[src/rtl/ball_pkt_pkg.sv]
// Shared definitions for the 48-bit telemetry packet link: field geometry,
// receiver FSM encoding and a frame-to-field unpack helper.
package ball_pkt_pkg;

    localparam int unsigned PKT_W    = 48;
    localparam int unsigned DATA_W   = 16;
    localparam int unsigned TS_W     = 24;
    localparam int unsigned ID_W     = 8;
    localparam int unsigned CNT_W    = 16;

    localparam int unsigned DATA_LSB = 32;
    localparam int unsigned TS_LSB   = 8;
    localparam int unsigned ID_LSB   = 0;

    // Bit counter holds 0..PKT_W+1 so a long frame stays distinguishable
    localparam int unsigned BCNT_W   = $clog2(PKT_W + 2);

    localparam logic [ID_W-1:0] ACCEPT_ID = 8'h47;

    typedef enum logic [1:0] {
        WAIT_HI = 2'd0,
        IDLE    = 2'd1,
        SHIFT   = 2'd2,
        DONE    = 2'd3
    } rx_state_e;

    typedef struct packed {
        logic [DATA_W-1:0] data;
        logic [TS_W-1:0]   ts;
        logic [ID_W-1:0]   id;
    } pkt_t;

    // Split a received frame into its fields
    function automatic pkt_t unpack_pkt(input logic [PKT_W-1:0] raw);
        pkt_t p;
        p.data = raw[DATA_LSB +: DATA_W];
        p.ts   = raw[TS_LSB +: TS_W];
        p.id   = raw[ID_LSB +: ID_W];
        return p;
    endfunction

endpackage

[src/rtl/spi_packet_rx_if.sv]
// SPI pins and decoded packet outputs of the telemetry receiver.
// id_reject exists only when PKT_ID_FILTER_EN is defined.
interface spi_packet_rx_if;
    import ball_pkt_pkg::*;

    logic              spi_sclk;
    logic              spi_mosi;
    logic              spi_ss_n;
    logic [DATA_W-1:0] pkt_data;
    logic [TS_W-1:0]   pkt_ts;
    logic [ID_W-1:0]   pkt_id;
    logic              pkt_valid;
    logic              frame_err;
    logic [CNT_W-1:0]  pkt_count;
`ifdef PKT_ID_FILTER_EN
    logic              id_reject;
`endif

    // Packet source side: drives SPI, observes results
    modport master (
        output spi_sclk,
        output spi_mosi,
        output spi_ss_n,
        input  pkt_data,
        input  pkt_ts,
        input  pkt_id,
        input  pkt_valid,
        input  frame_err,
`ifdef PKT_ID_FILTER_EN
        input  id_reject,
`endif
        input  pkt_count
    );

    // Receiver side
    modport slave (
        input  spi_sclk,
        input  spi_mosi,
        input  spi_ss_n,
        output pkt_data,
        output pkt_ts,
        output pkt_id,
        output pkt_valid,
        output frame_err,
`ifdef PKT_ID_FILTER_EN
        output id_reject,
`endif
        output pkt_count
    );

endinterface

[src/rtl/spi_sync_edge.sv]
// Two-flop synchronizer for an asynchronous level plus rise/fall detect on
// the synchronized copy. Reset value 0 keeps a select that is already low
// at reset release from looking like a fresh frame start.
module spi_sync_edge (
    input  logic clk,
    input  logic reset,
    input  logic d_i,
    output logic level_o,
    output logic rise_c,
    output logic fall_c
);

    logic [2:0] sync_q;

    // Two metastability stages plus one history stage for edge detect
    always_ff @(posedge clk or posedge reset) begin
        if (reset) begin
            sync_q <= 3'b000;
        end else begin
            sync_q <= {sync_q[1:0], d_i};
        end
    end

    assign level_o = sync_q[1];
    assign rise_c  = sync_q[1] & ~sync_q[2];
    assign fall_c  = ~sync_q[1] & sync_q[2];

endmodule

[src/rtl/spi_packet_rx.sv]
// SPI mode-0 slave receiver for the 48-bit telemetry packet
// {data[15:0], ts[23:0], id[7:0]}, MSB first. Flags short/long frames and
// counts good packets. Define PKT_ID_FILTER_EN to drop frames whose id is
// not ACCEPT_ID (reported on id_reject).
module spi_packet_rx
    import ball_pkt_pkg::*;
(
    input  logic           clk,
    input  logic           reset,
    spi_packet_rx_if.slave bus
);

    logic sclk_level_unused;
    logic sclk_rise;
    logic sclk_fall_unused;
    logic mosi_level;
    logic mosi_rise_unused;
    logic mosi_fall_unused;
    logic ss_level;
    logic ss_rise;
    logic ss_fall;

    spi_sync_edge u_sync_sclk (
        .clk     (clk),
        .reset   (reset),
        .d_i     (bus.spi_sclk),
        .level_o (sclk_level_unused),
        .rise_c  (sclk_rise),
        .fall_c  (sclk_fall_unused)
    );

    spi_sync_edge u_sync_mosi (
        .clk     (clk),
        .reset   (reset),
        .d_i     (bus.spi_mosi),
        .level_o (mosi_level),
        .rise_c  (mosi_rise_unused),
        .fall_c  (mosi_fall_unused)
    );

    spi_sync_edge u_sync_ss (
        .clk     (clk),
        .reset   (reset),
        .d_i     (bus.spi_ss_n),
        .level_o (ss_level),
        .rise_c  (ss_rise),
        .fall_c  (ss_fall)
    );

    rx_state_e         state_q;
    logic [BCNT_W-1:0] bit_cnt_q;
    logic [PKT_W-1:0]  shift_q;
    pkt_t              pkt_q;
    logic              valid_q;
    logic              err_q;
    logic [CNT_W-1:0]  cnt_q;
`ifdef PKT_ID_FILTER_EN
    logic              rej_q;
`endif

    // Frame FSM: deserialize, judge length (and id) in DONE, publish result
    always_ff @(posedge clk or posedge reset) begin
        if (reset) begin
            state_q   <= WAIT_HI;
            bit_cnt_q <= '0;
            shift_q   <= '0;
            pkt_q     <= '0;
            valid_q   <= 1'b0;
            err_q     <= 1'b0;
            cnt_q     <= '0;
`ifdef PKT_ID_FILTER_EN
            rej_q     <= 1'b0;
`endif
        end else begin
            valid_q <= 1'b0;
            err_q   <= 1'b0;
`ifdef PKT_ID_FILTER_EN
            rej_q   <= 1'b0;
`endif
            case (state_q)
                WAIT_HI: begin
                    if (ss_level) begin
                        state_q <= IDLE;
                    end
                end
                IDLE: begin
                    if (ss_fall) begin
                        bit_cnt_q <= '0;
                        state_q   <= SHIFT;
                    end
                end
                SHIFT: begin
                    // Deselect takes priority over a coincident sclk rise
                    if (ss_rise) begin
                        state_q <= DONE;
                    end else if (sclk_rise) begin
                        shift_q <= {shift_q[PKT_W-2:0], mosi_level};
                        if (bit_cnt_q != BCNT_W'(PKT_W + 1)) begin
                            bit_cnt_q <= bit_cnt_q + BCNT_W'(1);
                        end
                    end
                end
                DONE: begin
                    state_q <= IDLE;
                    if (bit_cnt_q == BCNT_W'(PKT_W)) begin
`ifdef PKT_ID_FILTER_EN
                        if (shift_q[ID_LSB +: ID_W] != ACCEPT_ID) begin
                            rej_q <= 1'b1;
                        end else begin
                            pkt_q   <= unpack_pkt(shift_q);
                            valid_q <= 1'b1;
                            cnt_q   <= cnt_q + CNT_W'(1);
                        end
`else
                        pkt_q   <= unpack_pkt(shift_q);
                        valid_q <= 1'b1;
                        cnt_q   <= cnt_q + CNT_W'(1);
`endif
                    end else begin
                        err_q <= 1'b1;
                    end
                end
                default: state_q <= WAIT_HI;
            endcase
        end
    end

    assign bus.pkt_data  = pkt_q.data;
    assign bus.pkt_ts    = pkt_q.ts;
    assign bus.pkt_id    = pkt_q.id;
    assign bus.pkt_valid = valid_q;
    assign bus.frame_err = err_q;
    assign bus.pkt_count = cnt_q;
`ifdef PKT_ID_FILTER_EN
    assign bus.id_reject = rej_q;
`endif

endmodule

[src/flat_wrapper.sv]
// flat-port wrapper written by rule: the top's interface ports become plain ports
module spi_packet_rx_flat import ball_pkt_pkg::*;
  (clk, reset, bus_spi_sclk, bus_spi_mosi, bus_spi_ss_n, bus_pkt_data, bus_pkt_ts, bus_pkt_id, bus_pkt_valid, bus_frame_err, bus_pkt_count);
  spi_packet_rx_if bus_i ();
  input  logic clk;
  input  logic reset;
  input wire logic [$bits(bus_i.spi_sclk)-1:0] bus_spi_sclk;
  input wire logic [$bits(bus_i.spi_mosi)-1:0] bus_spi_mosi;
  input wire logic [$bits(bus_i.spi_ss_n)-1:0] bus_spi_ss_n;
  output wire logic [$bits(bus_i.pkt_data)-1:0] bus_pkt_data;
  output wire logic [$bits(bus_i.pkt_ts)-1:0] bus_pkt_ts;
  output wire logic [$bits(bus_i.pkt_id)-1:0] bus_pkt_id;
  output wire logic [$bits(bus_i.pkt_valid)-1:0] bus_pkt_valid;
  output wire logic [$bits(bus_i.frame_err)-1:0] bus_frame_err;
  output wire logic [$bits(bus_i.pkt_count)-1:0] bus_pkt_count;
  assign bus_i.spi_sclk = bus_spi_sclk;
  assign bus_i.spi_mosi = bus_spi_mosi;
  assign bus_i.spi_ss_n = bus_spi_ss_n;
  assign bus_pkt_data = bus_i.pkt_data;
  assign bus_pkt_ts = bus_i.pkt_ts;
  assign bus_pkt_id = bus_i.pkt_id;
  assign bus_pkt_valid = bus_i.pkt_valid;
  assign bus_frame_err = bus_i.frame_err;
  assign bus_pkt_count = bus_i.pkt_count;
  spi_packet_rx u_core (.clk(clk), .reset(reset), .bus(bus_i));
endmodule
[config.mk]
export PLATFORM = sky130hd
export DESIGN_NAME = spi_packet_rx_flat
export DESIGN_NICKNAME = d
export VERILOG_FILES = /design/src/rtl/ball_pkt_pkg.sv /design/src/rtl/spi_packet_rx_if.sv /design/src/rtl/spi_sync_edge.sv /design/src/rtl/spi_packet_rx.sv /design/src/flat_wrapper.sv
export SDC_FILE = /design/constraint.sdc
export NUM_CORES = 1
export LEC_CHECK = 0
export ABC_CLOCK_PERIOD_IN_PS = 11000
export CORE_MARGIN = 2
export CORE_UTILIZATION = 58
export DETAILED_ROUTE_END_ITERATION = 8
export PLACE_DENSITY = 0.89
export SLEW_MARGIN = 20
export SYNTH_ARGS = -nofsm -noshare
export SYNTH_HDL_FRONTEND = slang
export SYNTH_SLANG_ARGS = --single-unit
[constraint.sdc]
create_clock -name clk -period 11 [get_ports clk]
set_input_delay 2.2 -clock clk [delete_from_list [all_inputs] [get_ports clk]]
set_output_delay 2.2 -clock clk [all_outputs]
set_load 0.01 [all_outputs]
# Word-level counts from Yosys, hierarchy flattened
# Cells that the tools add are included.
dict set report totals {
  ff_bits 130
  input_bits 5
  output_inout_bits 66
  elab_cells 51
}
dict set report op_classes {
  n_addsub 2
  n_eq_ne 11
  mux 13
  n_bitwise 7
  reduce_logical 6
}
# operator n
set ops {}
lappend ops {{6-bit 2-to-1 mux} 4}
lappend ops {{16-bit by 1-bit adder with 16-bit output (second input constant)} 1}
lappend ops {{6-bit one-hot mux with 2 select lines} 1}
lappend ops {{2-bit by 1-bit != test with 1-bit output (second input constant)} 4}
lappend ops {{2-bit one-hot mux with 4 select lines} 1}
lappend ops {{6-bit by 1-bit adder with 6-bit output (second input constant)} 1}
lappend ops {{6-bit equality test (second input constant)} 1}
lappend ops {{2-bit 2-to-1 mux} 3}
lappend ops {{6-bit != test (second input constant)} 1}
lappend ops {{3-bit AND reduction} 2}
lappend ops {{5-bit AND reduction} 1}
lappend ops {{2-bit equality test (second input constant)} 2}
lappend ops {{1-bit 2-to-1 mux} 4}
lappend ops {{2-bit != test (second input constant)} 2}
lappend ops {{1-bit NOT} 4}
lappend ops {{1-bit AND} 3}
lappend ops {{2-bit by 1-bit equality test with 1-bit output (second input constant)} 1}
lappend ops {{2-bit logical NOT} 1}
lappend ops {{2-bit AND reduction} 1}
lappend ops {{2-bit nonzero test} 1}

# Logic depth before layout (Yosys ltp)
dict set report depth {
  word_depth 5
  ltp_mapped 9
  mapped_depth_nobuf 7
}

# Modules after synthesis
# A second synthesis with hierarchy kept.
dict set report unflattened {
  hier_cells 351
  area_unflattened_um2 5211.2
}
# mod instances cells_each area_per_inst_um2 seq_area_each_um2
set by_module_without_submodules {}
lappend by_module_without_submodules {spi_packet_rx 1 333 4929.7 3052.9}
lappend by_module_without_submodules {spi_sync_edge 3 6 93.8 75.1}

# Worst setup path after synthesis
# Ideal clock, no wire load.
dict set report synth_path {
  kind {reg-to-output}
  startpoint {register u_core.cnt_q[2], in the netlist u_core.bus.pkt_count[2]}
  endpoint {output port bus_pkt_count[2]}
  arrival_time_ps 447
  t_required_ps 8800
  slack_ps 8353
  stages_incl_launch_ff 1
  path_cell_list {dfrtp_1}
}
# element line_no
set synth_lines {}
lappend synth_lines {{start, declared} spi_packet_rx.sv:56} ;# logic [CNT_W-1:0] cnt_q;
lappend synth_lines {{start signal, assigned} spi_packet_rx.sv:117} ;# cnt_q <= cnt_q + CNT_W'(1);
lappend synth_lines {{end, declared} flat_wrapper.sv:15} ;# output wire logic [$bits(bus_i.pkt_count)-1:0] bus_pkt_count;
# No word-level cell between the ends.

# Worst setup path in the final report
dict set report layout_path {
  startpoint {register u_core.cnt_q[2], in the netlist u_core.bus.pkt_count[2]}
  endpoint {output port bus_pkt_count[2]}
}
# No word-level cell between the ends.

==> summary by stage <==
Run status
The run finished with clean final reports.

Global route
The total track usage is roughly a quarter. The largest net degree at the start of global routing is between 80 and 90. The global route total overflow is 0. Global routing consumed, on the met1 layer, between 30% and 40% of the routing resources. The global routing usage on met3 is under 10%.

The first global-routing pass estimated around 18000 um of wire. The initial antenna violation count is 0. The layer with the highest usage is met2. Global routing used about two fifths of the available met2 tracks. The via count of the first global-routing pass is approximately 3700.

Floorplan
The number of top-level design ports is 71. The initial utilization of the core area, before any placement, comes to about three fifths. The overall die area is about 9700 um^2. After floorplanning, the core was divided into 34 placement rows.

The die is between 90 and 100 um wide. Measured along the y axis, the die boundary spans between 90 and 100 um. The area of the core is 8720 um^2.

Place
The placed cell area is between 5000 and 6000 um^2. Once detailed placement completed, the half-perimeter wirelength came to around 6300 um. The placer's final routability congestion estimate is roughly 0.88. In this run, placement finished with an instance count of ~610. The count of buffers added on input and output ports is 70.

Timing analysis after detailed placement gives a worst setup slack of between 6 and 7 ns.

Finish
The finished cells cover about 6500 um^2. The number of antenna repair diodes is 0. After filler insertion, the fill cell instance count of the layout stands at about 530. Leaving out filler cells and counting taps, the final layout contains 644. Of the cells placed in the final design, the portion with a size suffix greater than 1 is around 18%.

After the last flow step, the layout net total stands at ~540. The synthesis-to-finish area growth is 25.9%. The utilization of the core after routing is about three quarters.

Clocking
Clock tree synthesis inserted a total of 17 buffers. The clock net in this run drives a total of 130 sinks. The tree is rooted in a clkbuf_8. The maximum level of the CTS H-tree is 4.

The clock tree from TritonCTS is yes. Post-CTS timing repair inserted 0 buffers for setup. Hold repair after CTS inserted 0 buffers. The clock latency of the later-clocked register in the worst-skew pair is a little over 0.5 ns. The number of gates resized after CTS was 0. Clock-pin slew was measured on the worst setup and hold paths at about 0.060 ns.

The number of buffers on the longest clock path is 2.

Timing
The number of pins exceeding their max-slew limit in the final report came to 0. Between clock sinks in the finished design, the worst skew comes to around 0.011 ns. In this run the tightest slew margin relative to its limit is roughly half. At the pin with the least slew margin, the transition time is roughly 0.73 ns. The total count of hold-check failures in the final report was 0. The final critical-path required period is 3.77 ns. The final setup violation count is 0.

The slack of the critical path is about 7.2 ns. After layout, the worst path uses around a third of the clock period. The final setup TNS is 0 ns. Setup repair after global routing left no endpoint under its margin.

The timing-limited maximum frequency is between 0.2 and 0.3 GHz.

Setup path
On the critical path, the stage with the largest delay is an instance of clkdlybuf4s50_1. The kind of start point of the critical path is a register. The worst setup path is captured at an output port. For this run, the slowest stage of the critical path takes around 0.59 ns. The type of the worst setup path is register to output port. The cell family with the largest share of critical-path delay is buffers and inverters.

The worst-path maximum fanout is 7. The critical path goes through clkdlybuf4s50_1. Counting both buffers and inverters, the worst setup path holds a total of 1. At the worst endpoint, the required time is between 8 and 9 ns. The worst endpoint data arrival time is between 1.5 and 2 ns.

Synth
In this run, distinct cell masters in the synthesized netlist total 38. The total standard cell area after synthesis is between 5000 and 6000 um^2. The largest total area in the synthesized netlist belongs to dfrtp_1.

The synthesized area per cell is about 12 um^2. The synthesis-stage register bit count is 130. The main flop type after synthesis is dfrtp_1. Sorting the synthesized cells by area gives the leading types as dfrtp_1 63%, nand2_1 11%, mux2_2 11%, xnor2_1 2.2%, ha_1 2.2%. The count of yosys warnings during synthesis is 0. When the netlist entered floorplanning its net count stood at roughly 460.

Summed over its instances, the top area cell type makes up 62.6% of the synthesized netlist area. The number of cells produced by synthesis is between 400 and 500. The share of synthesized registers carrying an async set or reset is 100%. The number of synthesized flops with an enable pin is 0. The sequential element share of the synthesized area is ~63%.

Power and ir drop
For this design the static power due to leakage is about 3.3 nW. VDD sags by at most 0.000104 V. The total power density per cell area is 173 nW/um^2.

Detailed routing
The first detailed-routing pass ran for 4 iterations. Detailed routing inserted a total of 3540 vias. The routed length per placed instance is ~17 um.

The antenna violation net count after detailed routing is 0. Dividing the detail-routed via count by the number of cells gives around 5.5. Summed over all layers, the routed wires come to around 11000 um. The DRC violation count after routing is 0. In this run, the number of DRC markers left after iteration 0 of detailed routing was 267.

Min path
The worst min-delay path category is register to register.

Run
The tool flagged a number of max-cap violations equal to 0.
-- cells by family (layout without fill, tap and decap cells) --
family	count (synthesis)	count (layout)	share of synthesized area, %
compound gates	15	15	2.09
xor+xnor	15	15	2.53
fa+ha+maj	9	9	2.17
buf+inv	28	116	2.65
flops	130	130	62.6
mux	51	51	11.0
simple gates	200	200	16.9
-- cells in the final DEF, fill, tap and decap left out, types with 2 or more instances in the layout --
| master | Yosys | final |
|---|---|---|
| nand2_1 | 155 | 155 |
| o211ai_1 | 2 | 2 |
| clkbuf_16 | 0 | 16 |
| nor3_2 | 2 | 2 |
| inv_6 | 0 | 3 |
| o21ai_0 | 5 | 5 |
| nor2_1 | 3 | 3 |
| ha_1 | 9 | 9 |
| buf_4 | 5 | 2 |
| dfrtp_1 | 130 | 130 |
| nor2b_1 | 4 | 4 |
| and3_1 | 2 | 2 |
| clkdlybuf4s50_1 | 0 | 70 |
| xor2_1 | 2 | 2 |
| nand2b_1 | 3 | 3 |
| or4_1 | 3 | 3 |
| nand3_1 | 14 | 13 |
| clkinv_4 | 0 | 6 |
| clkinvlp_4 | 0 | 2 |
| or2_2 | 1 | 2 |
| mux2_2 | 50 | 50 |
| inv_1 | 10 | 9 |
| xnor2_1 | 13 | 13 |
| nand4_1 | 7 | 7 |
-- flip-flops by register name (all words and copies together), names as in the netlist --
name	count
u_core.bus.frame_err	1
u_core.bit_cnt_q	6
u_core.state_q	2
u_core.shift_q	48
u_core.u_sync_mosi.sync_q	2
u_core.bus.pkt_valid	1
u_core.u_sync_sclk.sync_q	3
u_core.bus.pkt_data	16
u_core.bus.pkt_id	8
u_core.bus.pkt_count	16
u_core.u_sync_ss.sync_q	3
u_core.bus.pkt_ts	24
-- power breakdown --
part	switching, mW	total [mW]	internal [mW]	leakage (nW)
registers	0.0108	0.503	0.492	1.79
logic	0.0555	0.0945	0.0390	1.23
clock network	0.224	0.531	0.307	0.271
total	0.291	1.13	0.838	3.29
-- per-layer routing --
metal / part of all wire, % / vias up
met4: 1.6 / 0
met3: 4.6 / 17
met1: 41 / 1797
met5: 0 / -
li1: - / 1630
met2: 52 / 96
-- worst paths after layout --
path                                               from                            to  slack (ns)  depth (start not counted)
max reg2reg                         u_core.bit_cnt_q[2]       u_core.bus.pkt_count[4]        8.73                          5
max                             u_core.bus.pkt_count[2]              bus_pkt_count[2]        7.23                          1
min reg2reg                u_core.u_sync_sclk.sync_q[0]  u_core.u_sync_sclk.sync_q[1]        0.35                          0
min                        u_core.u_sync_sclk.sync_q[0]  u_core.u_sync_sclk.sync_q[1]        0.35                          0
min in group asynchronous                         reset        u_core.bus.pkt_data[1]        2.11                          2
max in group asynchronous                         reset            u_core.shift_q[11]        7.77                          3
-- stage by stage --
step	hold slack [ns]	total power [mW]
2_1_floorplan	0.331	0.577
3_3_place_gp	0.334	0.596
3_5_place_dp	0.339	0.602
4_1_cts	0.354	1.13
5_1_grt	0.356	1.17
6_report	0.350	1.13
-- Yosys cell counts (4+ instances only) --
| cell type | number |
|---|---|
| inv_1 | 10 |
| nor2b_1 | 4 |
| mux2_2 | 50 |
| nand4_1 | 7 |
| buf_4 | 5 |
| dfrtp_1 | 130 |
| nand2_1 | 155 |
| nand3_1 | 14 |
| buf_2 | 4 |
| xnor2_1 | 13 |
| clkbuf_1 | 7 |
| ha_1 | 9 |
| o21ai_0 | 5 |
-- final cells by class --
cell class | instances | area, um^2 | share of cell area, %
clock buffers | 18 | 418 | 6.39
clock inverters | 14 | 151 | 2.31
inverters | 11 | 45.0 | 0.689
multi-input cells | 290 | 1810 | 27.7
flip-flops and latches | 130 | 3250 | 49.7
well taps | 108 | 135 | 2.07
repair buffers | 73 | 727 | 11.1
Note: power is estimated with default switching activity, not from simulation.
